## src/rtl/fetch_queue.sv

```systemverilog
// In-order instruction queue between fetch and decode: buffers {pc, instr} pairs,
// stalls fetch when full and discards all entries on a redirect flush.
module fetch_queue #(
  parameter int DEPTH = 4,
  parameter int AW    = 64,
  parameter int IW    = 32
) (
  input  logic                     clk,
  input  logic                     reset,
  input  logic                     push_valid_F,
  input  logic [AW-1:0]            pc_F,
  input  logic [IW-1:0]            instr_F,
  output logic                     stall_F,
  input  logic                     flush,
  input  logic                     pop_ready_D,
  output logic                     pop_valid_D,
  output logic [AW-1:0]            pc_D,
  output logic [IW-1:0]            instr_D,
  output logic [$clog2(DEPTH)+1-1:0] count
);

  localparam int PW = $clog2(DEPTH);
  localparam int CW = PW + 1;

  logic [AW-1:0] pc_mem    [DEPTH];
  logic [IW-1:0] instr_mem [DEPTH];
  logic [PW-1:0] rd_ptr;
  logic [PW-1:0] wr_ptr;
  logic [CW-1:0] cnt_q;
  logic          push;
  logic          pop;

  // Flush wins over both handshakes in the same cycle.
  assign push = push_valid_F && !stall_F && !flush;
  assign pop  = pop_valid_D && pop_ready_D && !flush;

  assign count       = cnt_q;
  assign stall_F     = (cnt_q == CW'(DEPTH));
  assign pop_valid_D = (cnt_q != '0);
  assign pc_D        = pop_valid_D ? pc_mem[rd_ptr]    : '0;
  assign instr_D     = pop_valid_D ? instr_mem[rd_ptr] : '0;

  // NOTE: sequential state uses non-blocking assignments so every register
  // samples the pre-edge values of its neighbours.
  always_ff @(posedge clk or negedge reset) begin
    if (!reset) begin
      rd_ptr <= '0;
      wr_ptr <= '0;
      cnt_q  <= '0;
    end else if (flush) begin
      rd_ptr <= '0;
      wr_ptr <= '0;
      cnt_q  <= '0;
    end else begin
      // Pointers are exactly PW bits wide, so increments wrap mod DEPTH.
      if (push) wr_ptr <= wr_ptr + 1'b1;
      if (pop)  rd_ptr <= rd_ptr + 1'b1;
      case ({push, pop})
        2'b10:   cnt_q <= cnt_q + 1'b1;
        2'b01:   cnt_q <= cnt_q - 1'b1;
        default: cnt_q <= cnt_q;
      endcase
    end
  end

  // NOTE: the storage array has no reset; entries are only observable once
  // count covers them, and the outputs are forced to zero when empty.
  always_ff @(posedge clk) begin
    if (push) begin
      pc_mem[wr_ptr]    <= pc_F;
      instr_mem[wr_ptr] <= instr_F;
    end
  end

endmodule

```

## config.mk

```make
export PLATFORM = sky130hd
export DESIGN_NAME = fetch_queue
export DESIGN_NICKNAME = d
export VERILOG_FILES = /design/src/rtl/fetch_queue.sv
export SDC_FILE = /design/constraint.sdc
export NUM_CORES = 1
export LEC_CHECK = 0
export BUFFER_PORTS_ARGS = -buffer_cell sky130_fd_sc_hd__buf_2
export CAP_MARGIN = 30
export CORE_MARGIN = 3
export CORE_UTILIZATION = 60
export CTS_BUF_LIST = sky130_fd_sc_hd__clkbuf_8
export CTS_CLUSTER_SIZE = 40
export DETAILED_ROUTE_END_ITERATION = 10
export HOLD_SLACK_MARGIN = 0.1
export PLACE_DENSITY = 0.83
export SETUP_SLACK_MARGIN = 0.3
export SLEW_MARGIN = 20
export SYNTH_ARGS = -nofsm -noshare
export SYNTH_HDL_FRONTEND = slang
export SYNTH_SLANG_ARGS = --single-unit
```

## constraint.sdc

```tcl
create_clock -name clk -period 5.05 [get_ports clk]
set_input_delay 0.2525 -clock clk [delete_from_list [all_inputs] [get_ports clk]]
set_output_delay 0.2525 -clock clk [all_outputs]
set_load 0.01 [all_outputs]
```

==> flow_summary.toml, run 1 <==
[floorplanning]
die_w_um = 164
ios = 202
dieArea_um2 = 27000
die_y_um = 164
row_count = 57
start_util = 0.616
core_area_um2 = 24500

[clock_network]
cts_resized = 0
htree_levels = 2
cts_tree = "yes"
cts-buffers-inserted = 57
cts_buffer_depth = 3
hold_buffers = 101
clk_pin_slew_ns = 0.07
cts_root_buf = "clkbuf_8"
cts_sinks = 391
clk_latency_ns = 0.58
cts_setup_buffers = 0

[final_layout]
final_cell_area_um2 = 18600
drive_gt1_frac = 0.379
syn2layout_area_growth_pct = 23.7
fin_cells = 1389
seqCellArea_um2 = 11700
n_fill_cell = 1268
multiInputGateArea_um2 = 3140
nNetsFinal = 1122

[synthesis]
syn_inst = 679
synth_seq_cells = 391
yosys.area.top_type_share = 0.766
synthDistinctLibCells = 36
async_flop_share = 0.0179
synthTopCellsByArea = "edfxtp_1, mux4_2, and2_1"
synth_commonest_cells = "edfxtp_1, and2_1, mux4_2"
syn_nets = 785
syn_area_per_cell_um2 = 22.2
yosysWarnings = 0
ys_seq_area_frac = 0.777
synth_flop_cell = "edfxtp_1"
yosysTopAreaCell = "edfxtp_1"
synthesis.area_um2 = 15100
synthMostInstantiatedCell = "edfxtp_1"
synth_edf_count = 384

[worst_setup_path]
cp_max_fo = 58
critical_path.endpoint = "instr_D[3]"
worst-setup-path-type = "reg -> out"
r2r_slack_ns = 2.08
crit_start = "count[1]"
slowest_delay_ns = 0.68
path_cells = "or3_2, buf_4, and2_1, buf_2"
start_kind = "register"
crit_family = "simple AND/OR/NAND/NOR gates"
worstPathArrival_ns = 2.93
reg2reg_from = "count[1]"
crit_slowest_cell = "or3_2"
worstSetupEndpointType = "output port"
crit_cells = 4
required_ns = 4.80
r2r_cells = 5
critPathBufInv = 2
r2r_end = "pc_mem[1][44]"

[power]
power_density_nw_per_um2 = 383
p_total_mw = 7.14
peakVddDrop_mv = 0.267
power_leakage_nw = 6.59

[global_route]
grt_pass1_wl_mm = 49.4
gr-total-overflow = 0
antenna_found_initial = 3
grt_max_degree = 63
track_usage = 0.245
first_global_vias = 8560

[sta]
fmax_ghz = 0.314
rsz0062_at_grt = "no"
setup_viol = 0
period_share = 0.630
tns_ns = 0
hold_slack_ns = 0.158
hold_viol = 0
maxSlewHeadroom = 0.361
finalMaxSlewViolations = 0
fin_crit_ns = 3.18
fin_skew_ns = 0.0307
max_slew.worst_pin.slew_ns = 0.959

[drt]
wl_mm = 32.5
via_per_inst = 5.76
route.detailed.drc = 0
wl_per_cell_um = 23.4
ant_nets = 0
drtIter0Drc = 688
drt_first_pass_iters = 7
num_vias = 8000

[placement]
dp_cells = 1180
place.gp.congestion = 0.777
postPlaceCellArea_um2 = 16400
dp_hpwl_mm = 19.1
port_buffers = 201

[run]
max-cap-violations = 0

[outcome]
status = "finished clean"

[hold_path]
hp-class = "in -> reg"
-- area by class of cell --
type / count / share of cell area
Sequential cell: 391 / 0.629
Multi-Input combinational cell: 244 / 0.169
Timing Repair Buffer: 317 / 0.117
Clock buffer: 60 / 0.0443
Tap cell: 324 / 0.0218
Clock inverter: 46 / 0.0181
Inverter: 5 / 0.00101
Antenna cell: 2 / 0.000269
-- state kept, by name, indices dropped and copies added, names as in the netlist --
signal     cells
pc_mem       256
instr_mem    128
count          3
rd_ptr         2
wr_ptr         2
-- metrics by stage --
stage	util	worst slack, ns
floorplan	-	1.22
global placement	0.670	2.22
detailed placement	0.672	2.07
CTS	0.761	1.80
global route	0.762	1.66
finish	0.762	1.87
-- cell usage in the layout (no fill, tap or decap), types with 2 or more instances in the layout --
cell type and instances:
and2_1 96, o21ai_0 3, clkinv_1 10, diode_2 2, inv_8 2, buf_2 201
clkinv_2 12, edfxtp_1 384, nor2_1 5, buf_4 12, ha_1 4, o311ai_0 2
a21oi_1 5, dfrtp_4 2, nand2b_1 2, mux4_2 96, dlygate4sd3_1 101, nor3_1 2
inv_1 21, buf_16 2, clkbuf_8 60, and2_4 4, bufinv_16 5, dfrtp_1 5
xor2_1 2, nand3_1 6
-- metal layers --
layer,part of all wire,wire [um],track usage,vias to the layer above
met1,0.38,12400,0.322,4173
met3,0.061,1970,0.0434,55
met4,0.018,600,0.0640,2
li1,-,-,-,3441
met5,0.00040,13,0,-
met2,0.54,17500,0.431,329
-- worst min-delay path by stage --
| stage | cells past startpoint | startpoint | slack, ns | endpoint |
|---|---|---|---|---|
| floorplan | 0 | reset | -0.04 | count[0] |
| global placement | 1 | reset | 0.11 | count[1] |
| detailed placement | 1 | reset | 0.11 | count[1] |
| CTS | 4 | pop_ready_D | 0.12 | count[1] |
| global route | 4 | pop_ready_D | 0.16 | rd_ptr[1] |
| finish | 4 | pop_ready_D | 0.16 | rd_ptr[1] |
-- worst register-to-register path, stage by stage, from the launching register on --
cell	delay [ns]
dfrtp_1	0.61
or3b_2	0.25
inv_1	0.09
nor3_1	0.37
and2_4	0.84
buf_4	0.47
-- cell families (layout without fill, tap and decap cells) --
kind of cell,count (synthesis),count (layout),synth area share
compound gates,18,18,0.00806
xor+xnor,2,2,0.00116
fa+ha+maj,5,5,0.00465
buf+inv,44,428,0.0150
flops,391,391,0.777
mux,98,98,0.145
other cells,0,2,0
simple gates,121,121,0.0489
-- power breakdown --
group | switching [mW] | leakage, nW | internal [mW]
Sequential | 0.0481 | 3.58 | 3.66
Combinational | 0.455 | 2.35 | 0.437
Clock | 1.17 | 0.662 | 1.37
Total | 1.68 | 6.59 | 5.47
No activity file was read; power rests on OpenSTA's default activity.
==> run 2, diff against run 1 <==
==> constraint.sdc (replaced) <==
create_clock -name clk -period 3.05 [get_ports clk]
set_input_delay 0.1525 -clock clk [delete_from_list [all_inputs] [get_ports clk]]
set_output_delay 0.1525 -clock clk [all_outputs]
set_load 0.01 [all_outputs]
==> run 2 against run 1 <==
- register-to-register slack got worse by 1.6 ns
- sequential power rose by 65%
- flip-flop and latch count did not move
- combinational power rose by 68%
- non-clock buffer count rose by 7
- clock power rose by 46%
- worst setup slack got worse by 1.4 ns
- critical path depth rose by 1
- via count fell by 2.6%
==> flow_summary.toml, run 2 (same netlist as run 1, synthesis figures left out) <==
[floorplanning]
core_area_um2 = 24500
dieArea_um2 = 27000
row_count = 57
ios = 202
start_util = 0.616
die_w_um = 164
die_y_um = 164

[power]
peakVddDrop_mv = 0.357
intPower_mw = 8.70
power_leakage_nw = 6.59
p_sw_mw = 2.63
p_seq_frac = 0.540
power_density_nw_per_um2 = 607
power_frac_comb = 0.132
swShare = 0.232
pwr-share-clk = 0.328

[worst_setup_path]
slowest_delay_ns = 0.58
required_ns = 2.90
critPathBufInv = 3
cp_max_fo = 38
crit_family = "simple AND/OR/NAND/NOR gates"
path_cells = "or3_4, buf_12, buf_4, and2_1, buf_2"
crit_slowest_cell = "or3_4"
worstSetupEndpointType = "output port"
worstPathArrival_ns = 2.41
worst-setup-path-type = "reg -> out"
start_kind = "register"

[sta]
fin_skew_ns = 0.0187
fmax_ghz = 0.391
tns_ns = 0
maxSlewHeadroom = 0.612
hold_viol = 0
fin_crit_ns = 2.56
rsz0062_at_grt = "no"
hold_slack_ns = 0.335
period_share = 0.839
finalMaxSlewViolations = 0
max_slew.worst_pin.slew_ns = 0.578
setup_viol = 0

[global_route]
use_met1 = 0.303
grt_max_degree = 51
first_global_vias = 8363
grt_util_met3 = 0.0391
gr-total-overflow = 0
antenna_found_initial = 3
track_usage = 0.233
grt-busiest-layer = "met2"
use_met2 = 0.393
grt_pass1_wl_mm = 47.1

[drt]
route.detailed.drc = 0
num_vias = 7794
drt_first_pass_iters = 5
drtIter0Drc = 525
wl_per_cell_um = 22.1
wl_mm = 30.8
via_per_inst = 5.58
ant_nets = 0

[hold_path]
hp-class = "in -> reg"

[placement]
place.gp.congestion = 0.772
postPlaceCellArea_um2 = 16600
dp_hpwl_mm = 17.7
port_buffers = 201

[clock_network]
cts-buffers-inserted = 57
cts_root_buf = "clkbuf_8"
clk_pin_slew_ns = 0.06
cts_buffer_depth = 3
clk_latency_ns = 0.58
htree_levels = 2
cts_tree = "yes"
cts_sinks = 391

[final_layout]
drive_gt1_frac = 0.373
final_cell_mix = "edfxtp_1, buf_2, dlygate4sd3_1"
multiInputGateArea_um2 = 3140
seqCellArea_um2 = 11700
n_fill_cell = 1300
final_common_cell = "edfxtp_1"
syn2layout_area_growth_pct = 23.9
largest_register_ffs = 256
final_util = 0.763
final_cell_area_um2 = 18700
regMostFlops = "pc_mem"
nNetsFinal = 1129

[run]
max-cap-violations = 0

[outcome]
status = "finished clean"
-- run 2: cell types whose count changed in the layout (fill, tap and decap cells not counted), sizes merged --
cell	previous run	this run
clkbuf	60	63
dlygate4sd3	101	102
buf	216	222
bufinv	5	0
inv	23	24
diode	2	3
-- run 2: metrics by stage --
step / setup WS [ns] / cells / total power [mW]
floorplan: 0.280 / 679 / 7.08
global placement: 0.733 / 1183 / 7.56
detailed placement: 0.635 / 1184 / 7.61
CTS: 0.346 / 1391 / 11.4
global route: 0.371 / 1396 / 11.8
finish: 0.492 / 1396 / 11.3
-- run 2: final cells by class --
class / instances / share of cell area
Sequential cell: 391 / 0.628
Multi-Input combinational cell: 244 / 0.168
Timing Repair Buffer: 324 / 0.125
Clock buffer: 63 / 0.0465
Tap cell: 324 / 0.0217
Clock inverter: 42 / 0.00905
Inverter: 5 / 0.00101
Antenna cell: 3 / 0.000402
-- run 2: final timing paths --
kind / startpoint / endpoint / slack, ns / cells past startpoint
min reg2reg: wr_ptr[0] / wr_ptr[0] / 0.63 / 2
max reg2reg: count[1] / pc_mem[2][6] / 0.52 / 5
min in group asynchronous: reset / count[0] / 0.55 / 3
max: count[1] / pc_D[47] / 0.49 / 5
max in group asynchronous: reset / rd_ptr[1] / 2.20 / 3
min: pc_F[11] / pc_mem[2][11] / 0.33 / 2
-- run 2: power by group through the flow --
stage          combinational, mW  sequential (mW)  clock (mW)
2_1_floorplan              0.871             6.20           0
3_3_place_gp                1.33             6.23           0
3_5_place_dp                1.36             6.25           0
4_1_cts                     1.48             6.14        3.78
5_1_grt                     1.62             6.13        4.06
6_report                    1.50             6.12        3.72
-- run 2: worst register-to-register path, stage by stage (launching register included) --
cell and delay (ns):
dfrtp_1 0.61, or3b_2 0.25, inv_1 0.10, nor3_1 0.47
and2_4 0.44, buf_4 0.34
-- run 2: metal layers --
metal | part of all wire | wire (um)
met5 | 0 | 0
met2 | 0.53 | 16200
met3 | 0.051 | 1590
met1 | 0.38 | 11800
met4 | 0.039 | 1220
-- run 2: timing repair --
action | 4_1_cts | 5_1_grt
hold buffers | 102 | 0
hold endpoints to repair | 398 | 0
setup buffers | 0 | 2
setup endpoints to repair | 28 | 5
cloned | 0 | 0
pin swaps | 0 | 0
resized for setup | 2 | 0
